[src/rtl/ext_code_seq_param.sv]
// External-trigger code sequencer: a DEPTH-entry code table replayed one entry per trigger pulse.
// Define EXT_CODE_READBACK_EN to add the registered table read port (iRD_ADDR / oRD_DATA).
module ext_code_seq_param #(
    parameter int  CODE_W = 32,
    parameter int  DEPTH  = 16,
    localparam int IDX_W  = $clog2(DEPTH)
) (
    input  logic              iClk,
    input  logic              iRst_n,
    input  logic              iSET_CODE_FLAG,
    input  logic [CODE_W-1:0] iSET_CODE,
    input  logic              iSET_WADDR_FLAG,
    input  logic [IDX_W-1:0]  iSET_WADDR,
    input  logic              iSET_INDEX_FLAG,
    input  logic [IDX_W-1:0]  iSET_INDEX,
    input  logic              iSET_LEN_FLAG,
    input  logic [IDX_W:0]    iSET_LEN,
    input  logic              iLoop,
    input  logic              iTrigger,
    output logic [CODE_W-1:0] oCode,
    output logic [IDX_W-1:0]  oIndex,
    output logic              oActive,
    output logic              oDone,
    output logic              oCfgErr
`ifdef EXT_CODE_READBACK_EN
    ,
    input  logic [IDX_W-1:0]  iRD_ADDR,
    output logic [CODE_W-1:0] oRD_DATA
`endif
);

    localparam logic [IDX_W:0] LEN_MAX = (IDX_W+1)'(DEPTH);

    typedef enum logic [1:0] {S_IDLE, S_OUT, S_DONE} state_e;

    logic [CODE_W-1:0] table_q [DEPTH];
    logic [IDX_W-1:0]  wr_ptr_q, wr_ptr_d, wr_addr;
    logic [IDX_W:0]    len_q, len_d, new_len;
    logic [IDX_W-1:0]  index_q, index_d;
    state_e            state_q, state_d;
    logic [CODE_W-1:0] code_q, code_d;
    logic              active_q, active_d;
    logic              done_q, done_d;
    logic              cfg_err_q, cfg_err_d;
    logic              hold_q, hold_d;
    logic              trg_meta_q, trg_s_q, trg_d_q;
    logic              rise, fall;

    // Synchroniser and edge detector reset to "high seen" so a trigger held across reset is not a rise.
    always_ff @(posedge iClk or negedge iRst_n) begin
        if (!iRst_n) begin
            trg_meta_q <= 1'b1;
            trg_s_q    <= 1'b1;
            trg_d_q    <= 1'b1;
        end else begin
            // NOTE: non-blocking assignments make every flop sample the pre-edge value of its source.
            trg_meta_q <= iTrigger;
            trg_s_q    <= trg_meta_q;
            trg_d_q    <= trg_s_q;
        end
    end

    assign rise = trg_s_q & ~trg_d_q;
    assign fall = ~trg_s_q & trg_d_q;

    // A same-cycle address load redirects the write and the pointer continues after it.
    assign wr_addr = iSET_WADDR_FLAG ? iSET_WADDR : wr_ptr_q;

    always_comb begin
        wr_ptr_d = wr_ptr_q;
        if (iSET_CODE_FLAG) begin
            wr_ptr_d = wr_addr + IDX_W'(1);
        end else if (iSET_WADDR_FLAG) begin
            wr_ptr_d = iSET_WADDR;
        end
    end

    // NOTE: the table is reset explicitly because every entry must read as 0 after reset.
    always_ff @(posedge iClk or negedge iRst_n) begin
        if (!iRst_n) begin
            for (int i = 0; i < DEPTH; i++) begin
                table_q[i] <= '0;
            end
        end else if (iSET_CODE_FLAG) begin
            table_q[wr_addr] <= iSET_CODE;
        end
    end

    always_comb begin
        // NOTE: every next-state signal gets a default first so no path leaves a latch behind.
        new_len   = (iSET_LEN == '0 || iSET_LEN > LEN_MAX) ? LEN_MAX : iSET_LEN;
        state_d   = state_q;
        index_d   = index_q;
        code_d    = code_q;
        active_d  = active_q;
        done_d    = done_q;
        cfg_err_d = cfg_err_q;
        hold_d    = hold_q;
        len_d     = len_q;

        case (state_q)
            S_IDLE: begin
                if (rise) begin
                    state_d  = S_OUT;
                    code_d   = table_q[index_q];
                    active_d = 1'b1;
                end
            end
            S_OUT: begin
                if (fall) begin
                    state_d  = S_IDLE;
                    code_d   = '0;
                    active_d = 1'b0;
                    hold_d   = 1'b0;
                    if (!hold_q) begin
                        if (({1'b0, index_q} + (IDX_W+1)'(1)) < len_q) begin
                            index_d = index_q + IDX_W'(1);
                        end else if (iLoop) begin
                            index_d = '0;
                        end else begin
                            done_d  = 1'b1;
                            state_d = S_DONE;
                        end
                    end
                end
            end
            S_DONE: begin
                // Rises are ignored until the host reloads the play index.
            end
            default: state_d = S_IDLE;
        endcase

        // Host index load overrides the advance; a load during a pulse pins the index for its fall.
        if (iSET_INDEX_FLAG) begin
            if ({1'b0, iSET_INDEX} >= len_q) begin
                cfg_err_d = 1'b1;
            end else begin
                index_d = iSET_INDEX;
                done_d  = 1'b0;
                if (state_d == S_DONE) state_d = S_IDLE;
                if (state_d == S_OUT)  hold_d  = 1'b1;
            end
        end

        if (iSET_LEN_FLAG) begin
            len_d = new_len;
            if ({1'b0, index_d} >= new_len) index_d = '0;
        end
    end

    always_ff @(posedge iClk or negedge iRst_n) begin
        if (!iRst_n) begin
            state_q   <= S_IDLE;
            index_q   <= '0;
            code_q    <= '0;
            active_q  <= 1'b0;
            done_q    <= 1'b0;
            cfg_err_q <= 1'b0;
            hold_q    <= 1'b0;
            len_q     <= LEN_MAX;
            wr_ptr_q  <= '0;
        end else begin
            state_q   <= state_d;
            index_q   <= index_d;
            code_q    <= code_d;
            active_q  <= active_d;
            done_q    <= done_d;
            cfg_err_q <= cfg_err_d;
            hold_q    <= hold_d;
            len_q     <= len_d;
            wr_ptr_q  <= wr_ptr_d;
        end
    end

    assign oCode   = code_q;
    assign oIndex  = index_q;
    assign oActive = active_q;
    assign oDone   = done_q;
    assign oCfgErr = cfg_err_q;

`ifdef EXT_CODE_READBACK_EN
    logic [CODE_W-1:0] rd_data_q;

    always_ff @(posedge iClk or negedge iRst_n) begin
        if (!iRst_n) begin
            rd_data_q <= '0;
        end else begin
            rd_data_q <= table_q[iRD_ADDR];
        end
    end

    assign oRD_DATA = rd_data_q;
`endif

endmodule
[config.mk]
export PLATFORM = sky130hd
export DESIGN_NAME = ext_code_seq_param
export DESIGN_NICKNAME = d
export VERILOG_FILES = /design/src/rtl/ext_code_seq_param.sv
export SDC_FILE = /design/constraint.sdc
export NUM_CORES = 1
export LEC_CHECK = 0
export ABC_CLOCK_PERIOD_IN_PS = 4300
export CAP_MARGIN = 15
export CORE_MARGIN = 2
export CORE_UTILIZATION = 45
export CTS_BUF_LIST = sky130_fd_sc_hd__clkbuf_4
export DETAILED_ROUTE_END_ITERATION = 10
export HOLD_SLACK_MARGIN = 0.1
export PLACE_DENSITY = 0.72
export SLEW_MARGIN = 20
export SYNTH_ARGS = -nofsm -noshare
export SYNTH_HDL_FRONTEND = slang
export SYNTH_SLANG_ARGS = --single-unit
[constraint.sdc]
create_clock -name iClk -period 4.3 [get_ports iClk]
set_clock_uncertainty 0.05 [all_clocks]
set_input_delay 0.645 -clock iClk [delete_from_list [all_inputs] [get_ports iClk]]
set_output_delay 0.645 -clock iClk [all_outputs]
set_load 0.01 [all_outputs]
## Yosys cells after proc, flatten, opt, wreduce, memory -nomap -nowiden

Index checks and enable logic that the tools add are counted.

| word-level totals | value |
|---|---|
| register bits | 566 |
| output and inout port bits | 39 |
| bits of input ports | 53 |

| operators by class | value |
|---|---|
| $add $sub $neg | 3 |
| eq/ne operators | 6 |
| order comparisons | 7 |
| multiplexer cells | 47 |
| bitwise operators | 6 |
| reductions and logical operators | 7 |

Operator list:

| operator | number |
|---|---|
| $bwmux W512 | 1 |
| $mux W32 | 5 |
| $bmux W32 S4 | 1 |
| $demux W32 S4 | 1 |
| $pmux W32 S2 | 1 |
| $mux W4 | 11 |
| $mux W2 | 10 |
| $mux W1 | 14 |
| $ge A4 B5 Y1 | 2 |
| $ge A5 B5 Y1 const B | 2 |
| $not A4 Y5 | 2 |
| $add A4 B1 Y4 const B | 2 |
| $pmux W2 S3 | 1 |
| $add A4 B1 Y5 const B | 1 |
| $gt A5 B5 Y1 const B | 1 |
| $logic_not A5 Y1 | 1 |
| $lt A5 B1 Y1 const B | 1 |
| $lt A5 B5 Y1 | 1 |
| $mux W5 | 1 |
| $eq A2 B1 Y1 const B | 2 |
| $eq A2 B2 Y1 const B | 2 |
| $ne A2 B2 Y1 const B | 2 |
| $reduce_and A3 Y1 | 1 |
| $and A1 B1 Y1 | 2 |
| other kinds (7) | 8 |

## Logic depth before layout (Yosys ltp)

| depth | value |
|---|---|
| word-level depth | 14 |
| mapped depth | 18 |
| gate-level depth less buffers | 14 |

## Worst setup path after synthesis

OpenSTA, ideal clock, no wires.

| timing path | value |
|---|---|
| path type | register to register |
| start point | register index_q[2] (netlist: oIndex[2]) |
| end point | register index_q[3] (netlist: oIndex[3]) |
| data arrival time | 3559 ps |
| setup time | 86 ps |
| path buffers | 3 |
| cell stages (with the launch flop) | 17 |
| slack | 605 ps |
| cells stage by stage | dfrtp_1 buf_2 buf_2 buf_1 and3_1 ha_1 a21oi_1 o211a_1 o31ai_1 mux2_2 mux2i_1 ha_1 nand2b_1 a21o_1 a211oi_1 nor2_1 nor3_1 |

| on the way | value |
|---|---|
| longest elaborated chain between the ends | 11 |

RTL lines:

| item | RTL line | text |
|---|---|---|
| start, declared | 39 | `logic [IDX_W-1:0] index_q, index_d;` |
| start signal, assigned | 164 | `index_q <= index_d;` |
| $add A4 B1 Y5 | 116 | `if (({1'b0, index_q} + (IDX_W+1)'(1)) < len_q) begin` |
| $lt A5 B5 Y1 | 116 |  |
| $mux W4 | 116 |  |
| $mux W4 | 115 | `if (!hold_q) begin` |
| $mux W4 | 110 | `if (fall) begin` |
| $mux W4 (*) | 101 | `case (state_q)` |
| $mux W4 | 135 | `if ({1'b0, iSET_INDEX} >= len_q) begin` |
| $mux W4 (*) | 134 | `if (iSET_INDEX_FLAG) begin` |
| $ge A4 B5 Y1 | 147 | `if ({1'b0, index_d} >= new_len) index_d = '0;` |
| $mux W4 | 147 |  |
| $mux W4 (*) | 145 | `if (iSET_LEN_FLAG) begin` |
| via index_d[3] | 39 |  |

Mark *: on every way through the listed nets, which the timed path passes. The rest lies on a longest branch.
A chain may end at the register's enable or synchronous reset.

## Worst setup path after layout

| timing path | value |
|---|---|
| start point | register index_q[0] (netlist: oIndex[0]) |
| end point | register index_q[0] (netlist: oIndex[0]) |

The elaborated chain is that of the path after synthesis.

==> summary by stage <==
Run status
The run finished with clean final reports.

Global routing
The global routing usage summed across all routing layers is 21.2%. The largest net degree at the start of global routing is 150. The first global-routing pass estimated 97,200 um of wire. The number of antenna violations at the first check in global routing is 6. The via count of the first global-routing pass is 17.0k. The total global routing overflow is 0.

Detailed routing
For this run, design rule violations remaining after detail routing come to 0. In this run the remaining antenna-violating nets after routing total 0. The detailed router finished its first iteration with 817 violations.

The detailed-router iteration count before antenna repair is 4. The total wire length is ~61,000 um. The via density per instance is around 5.7. The routed length per placed instance is 22.2 um.

The vias after detailed routing is 15.5k.

Timing
The upper clock frequency limit is 264 MHz. Setup violations remaining at the end of the flow were counted as 0. The count of endpoints failing hold in the final timing report is 0. The post-layout worst setup margin is 0.507 ns. Setup repair after global routing left no endpoint under its margin.

The worst pin sits at a relative slew slack of 31.2%. The number of slew-limit violations in the final report is 0. The final sum of negative setup slack is 0 ns. The final critical path takes up 88.2% of the cycle. The pin slew with the least headroom to its limit is 1.03 ns. The final critical delay including setup and external delays is 3.79 ns. Final hold analysis gives a worst-case slack of 0.276 ns.

Layout
The filler cells instantiated in the layout total between 4k and 5k. Across the whole layout, storage elements account for 14,200 um^2. The library cells used most frequently in the layout, excluding fill and tap cells, are sky130_fd_sc_hd__dfrtp_1, sky130_fd_sc_hd__mux2_2, sky130_fd_sc_hd__clkbuf_4. The multi-input logic area is 11,100 um^2. At the end of the flow, the number of nets in the layout was approximately 2k.

The share of final-layout standard cells stronger than drive strength 1 is 38.1%. The synthesis-to-finish area growth is 14.4%. The library cell used most frequently in the layout, excluding fill and tap cells, is sky130_fd_sc_hd__dfrtp_1.

Synth
In the synthesized netlist, the number of instances is 1,733. For this run, the leading register cell type out of synthesis is sky130_fd_sc_hd__dfrtp_1. The number of nets in the synthesized netlist is 1,804. The netlist uses 49 different library cells. The post-synthesis average cell area is 14.9 um^2.

The number of storage elements in the synthesis netlist is roughly 570. After synthesis the cells add up to 25,900 um^2. The sequential share of the synthesized area is 54.8%. The proportion of synthesized flip-flops having asynchronous set or reset is 100%. During synthesis, Yosys emitted a total of 0 warnings. Counting flops with a built-in enable in the synthesized netlist gives 0.

Clocking
Clock-pin slew was measured on the worst setup and hold paths at roughly 0.07 ns. TritonCTS built the clock tree. The count of H-tree levels built during CTS is 4. The total setup buffers inserted after CTS is 0. The longest clock path from root to sink contains 3 buffers. The TritonCTS buffer count is 149. The total of cells resized after clock tree synthesis is 0.

The tree is rooted in a sky130_fd_sc_hd__clkbuf_4. The clock sink count is 566. At the later pin of the worst-skew pair, clock insertion delay measures about 0.95 ns. After clock tree synthesis, the flow added hold-fix buffers numbering 2.

Power and ir drop
For this design the static power due to leakage is 12.8 nW. Across the VDD grid, the largest voltage drop is 0.351 mV. Power spread over the standard cell area amounts to 682 nW/um^2.

Setup path
The startpoint-to-endpoint class of the critical path is reg2reg. The category of the worst setup path launch point is a flip-flop. The required time at the worst-slack endpoint is roughly 5.1 ns.

STA puts the critical path data arrival time at 4.59 ns. The maximum fanout along the worst path is 4. STA classifies the critical path endpoint as a flip-flop. The number of cells traversed by the worst register-to-register path is 14.

Placement
Timing analysis after detailed placement gives a worst setup slack of 0.301 ns. The HPWL after detailed placement is 35,800 um. The count of buffers inserted at the top-level ports is between 90 and 100. At the end of routability-driven placement, the weighted congestion stood at between 0.7 and 0.8.

Die
The die covers 59,400 um^2. The die is between 200 and 250 um tall. The total area inside the core boundary comes to 56,600 um^2. The number of placed I/O pins is slightly above 90. The initial core utilization is a little under half. The number of placement rows is between 80 and 90. From left edge to right edge, the die measures 244 um.

Flow run
Max-cap violations in this run came to 0.

Worst hold path
Counting instances, the worst hold path has a depth of 2. The path class of the lowest-slack min-delay path is in2reg.
-- metrics by stage --
step	std cells	cell area, um^2	util, %	power [mW]
2_1_floorplan	1733	25900	-	13.6
4_1_cts	2735	29600	52.3	20.4
5_1_grt	2739	29600	52.3	21.5
6_report	2739	29600	52.3	20.2
3_5_place_dp	2483	27700	48.9	15.5
3_3_place_gp	2483	27700	48.9	15.1
-- area by class of cell --
class | count | share of cell area (%)
timing repair buffer | 137 | 4.83
multi-input combinational | 1014 | 37.4
clock buffer | 226 | 5.73
inverter | 12 | 0.152
clock inverter | 24 | 0.681
antenna | 4 | 0.0338
tap | 756 | 3.20
sequential | 566 | 47.9
-- state kept, by name, indices dropped and copies added (netlist names), 2 cells and up --
register  cells
table_q     512
oCode        32
len_q         5
oIndex        4
wr_ptr_q      4
state_q       2
-- routing by layer --
| metal | part of all wire, % | track usage [%] | vias to the layer above |
|---|---|---|---|
| li1 | - | - | 6795 |
| met1 | 46 | 28.4 | 8253 |
| met4 | 2.0 | 8.00 | 8 |
| met3 | 4.7 | 5.14 | 96 |
| met5 | 0.094 | 0 | - |
| met2 | 48 | 33.7 | 352 |
-- power by group --
part	leakage, nW	internal, mW	switching [mW]
Clock	1.14	2.61	2.14
Combinational	4.70	3.77	2.45
Sequential	6.95	7.89	1.32
Total	12.8	14.3	5.91
-- cells in the mapped netlist, types with 4 or more instances --
cell | n | area share (%)
sky130_fd_sc_hd__buf_4 | 8 | 0.23
sky130_fd_sc_hd__o21ai_0 | 26 | 0.50
sky130_fd_sc_hd__mux2_1 | 216 | 9.4
sky130_fd_sc_hd__dfstp_2 | 4 | 0.41
sky130_fd_sc_hd__mux2i_1 | 74 | 2.9
sky130_fd_sc_hd__o22ai_1 | 19 | 0.46
sky130_fd_sc_hd__o21bai_1 | 19 | 0.55
sky130_fd_sc_hd__ha_1 | 18 | 0.87
sky130_fd_sc_hd__nand2b_1 | 8 | 0.19
sky130_fd_sc_hd__mux2_2 | 354 | 15
sky130_fd_sc_hd__nand3_1 | 5 | 0.097
sky130_fd_sc_hd__mux4_2 | 90 | 7.8
sky130_fd_sc_hd__a221o_1 | 17 | 0.66
sky130_fd_sc_hd__o21ai_1 | 10 | 0.19
sky130_fd_sc_hd__o31ai_1 | 4 | 0.12
sky130_fd_sc_hd__clkbuf_1 | 60 | 0.87
sky130_fd_sc_hd__a21oi_1 | 42 | 0.81
sky130_fd_sc_hd__nor3_1 | 21 | 0.41
sky130_fd_sc_hd__dfrtp_1 | 562 | 54
sky130_fd_sc_hd__buf_6 | 7 | 0.30
sky130_fd_sc_hd__nand2_1 | 12 | 0.17
sky130_fd_sc_hd__buf_2 | 63 | 1.2
sky130_fd_sc_hd__nor2_1 | 43 | 0.62
sky130_fd_sc_hd__inv_1 | 10 | 0.15
-- cell families after synthesis --
group / count (synthesis) / synth area share, %
compound gates: 158 / 3.97
mux: 734 / 35.5
fa+ha+maj: 18 / 0.871
simple gates: 99 / 1.84
flops: 566 / 54.8
xor+xnor: 5 / 0.169
buf+inv: 153 / 2.84
-- final timing paths --
path	from	to	slack [ns]
worst max-delay path	oIndex[0]	oIndex[0]	0.51
worst min-delay path	iSET_INDEX_FLAG	oCfgErr	0.28
worst max register to register	oIndex[0]	oIndex[0]	0.51
worst min register to register	trg_meta_q	trg_s_q	0.31
max in group asynchronous	iRst_n	table_q[460]	2.84
min in group asynchronous	iRst_n	table_q[407]	0.29
-- critical path, stage by stage, from the launching register on --
cell and delay [ns]:
sky130_fd_sc_hd__dfrtp_4 0.52, sky130_fd_sc_hd__ha_1 0.24, sky130_fd_sc_hd__xor2_1 0.23, sky130_fd_sc_hd__ha_1 0.29
sky130_fd_sc_hd__a21o_1 0.15, sky130_fd_sc_hd__a31oi_1 0.28, sky130_fd_sc_hd__o31ai_1 0.19, sky130_fd_sc_hd__mux2_2 0.31
sky130_fd_sc_hd__mux2i_1 0.14, sky130_fd_sc_hd__ha_1 0.25, sky130_fd_sc_hd__nand2b_1 0.16, sky130_fd_sc_hd__a21o_1 0.18
sky130_fd_sc_hd__a211oi_1 0.39, sky130_fd_sc_hd__o21ai_0 0.15, sky130_fd_sc_hd__o2bb2ai_1 0.18
Note: power is estimated with default switching activity, not from simulation.
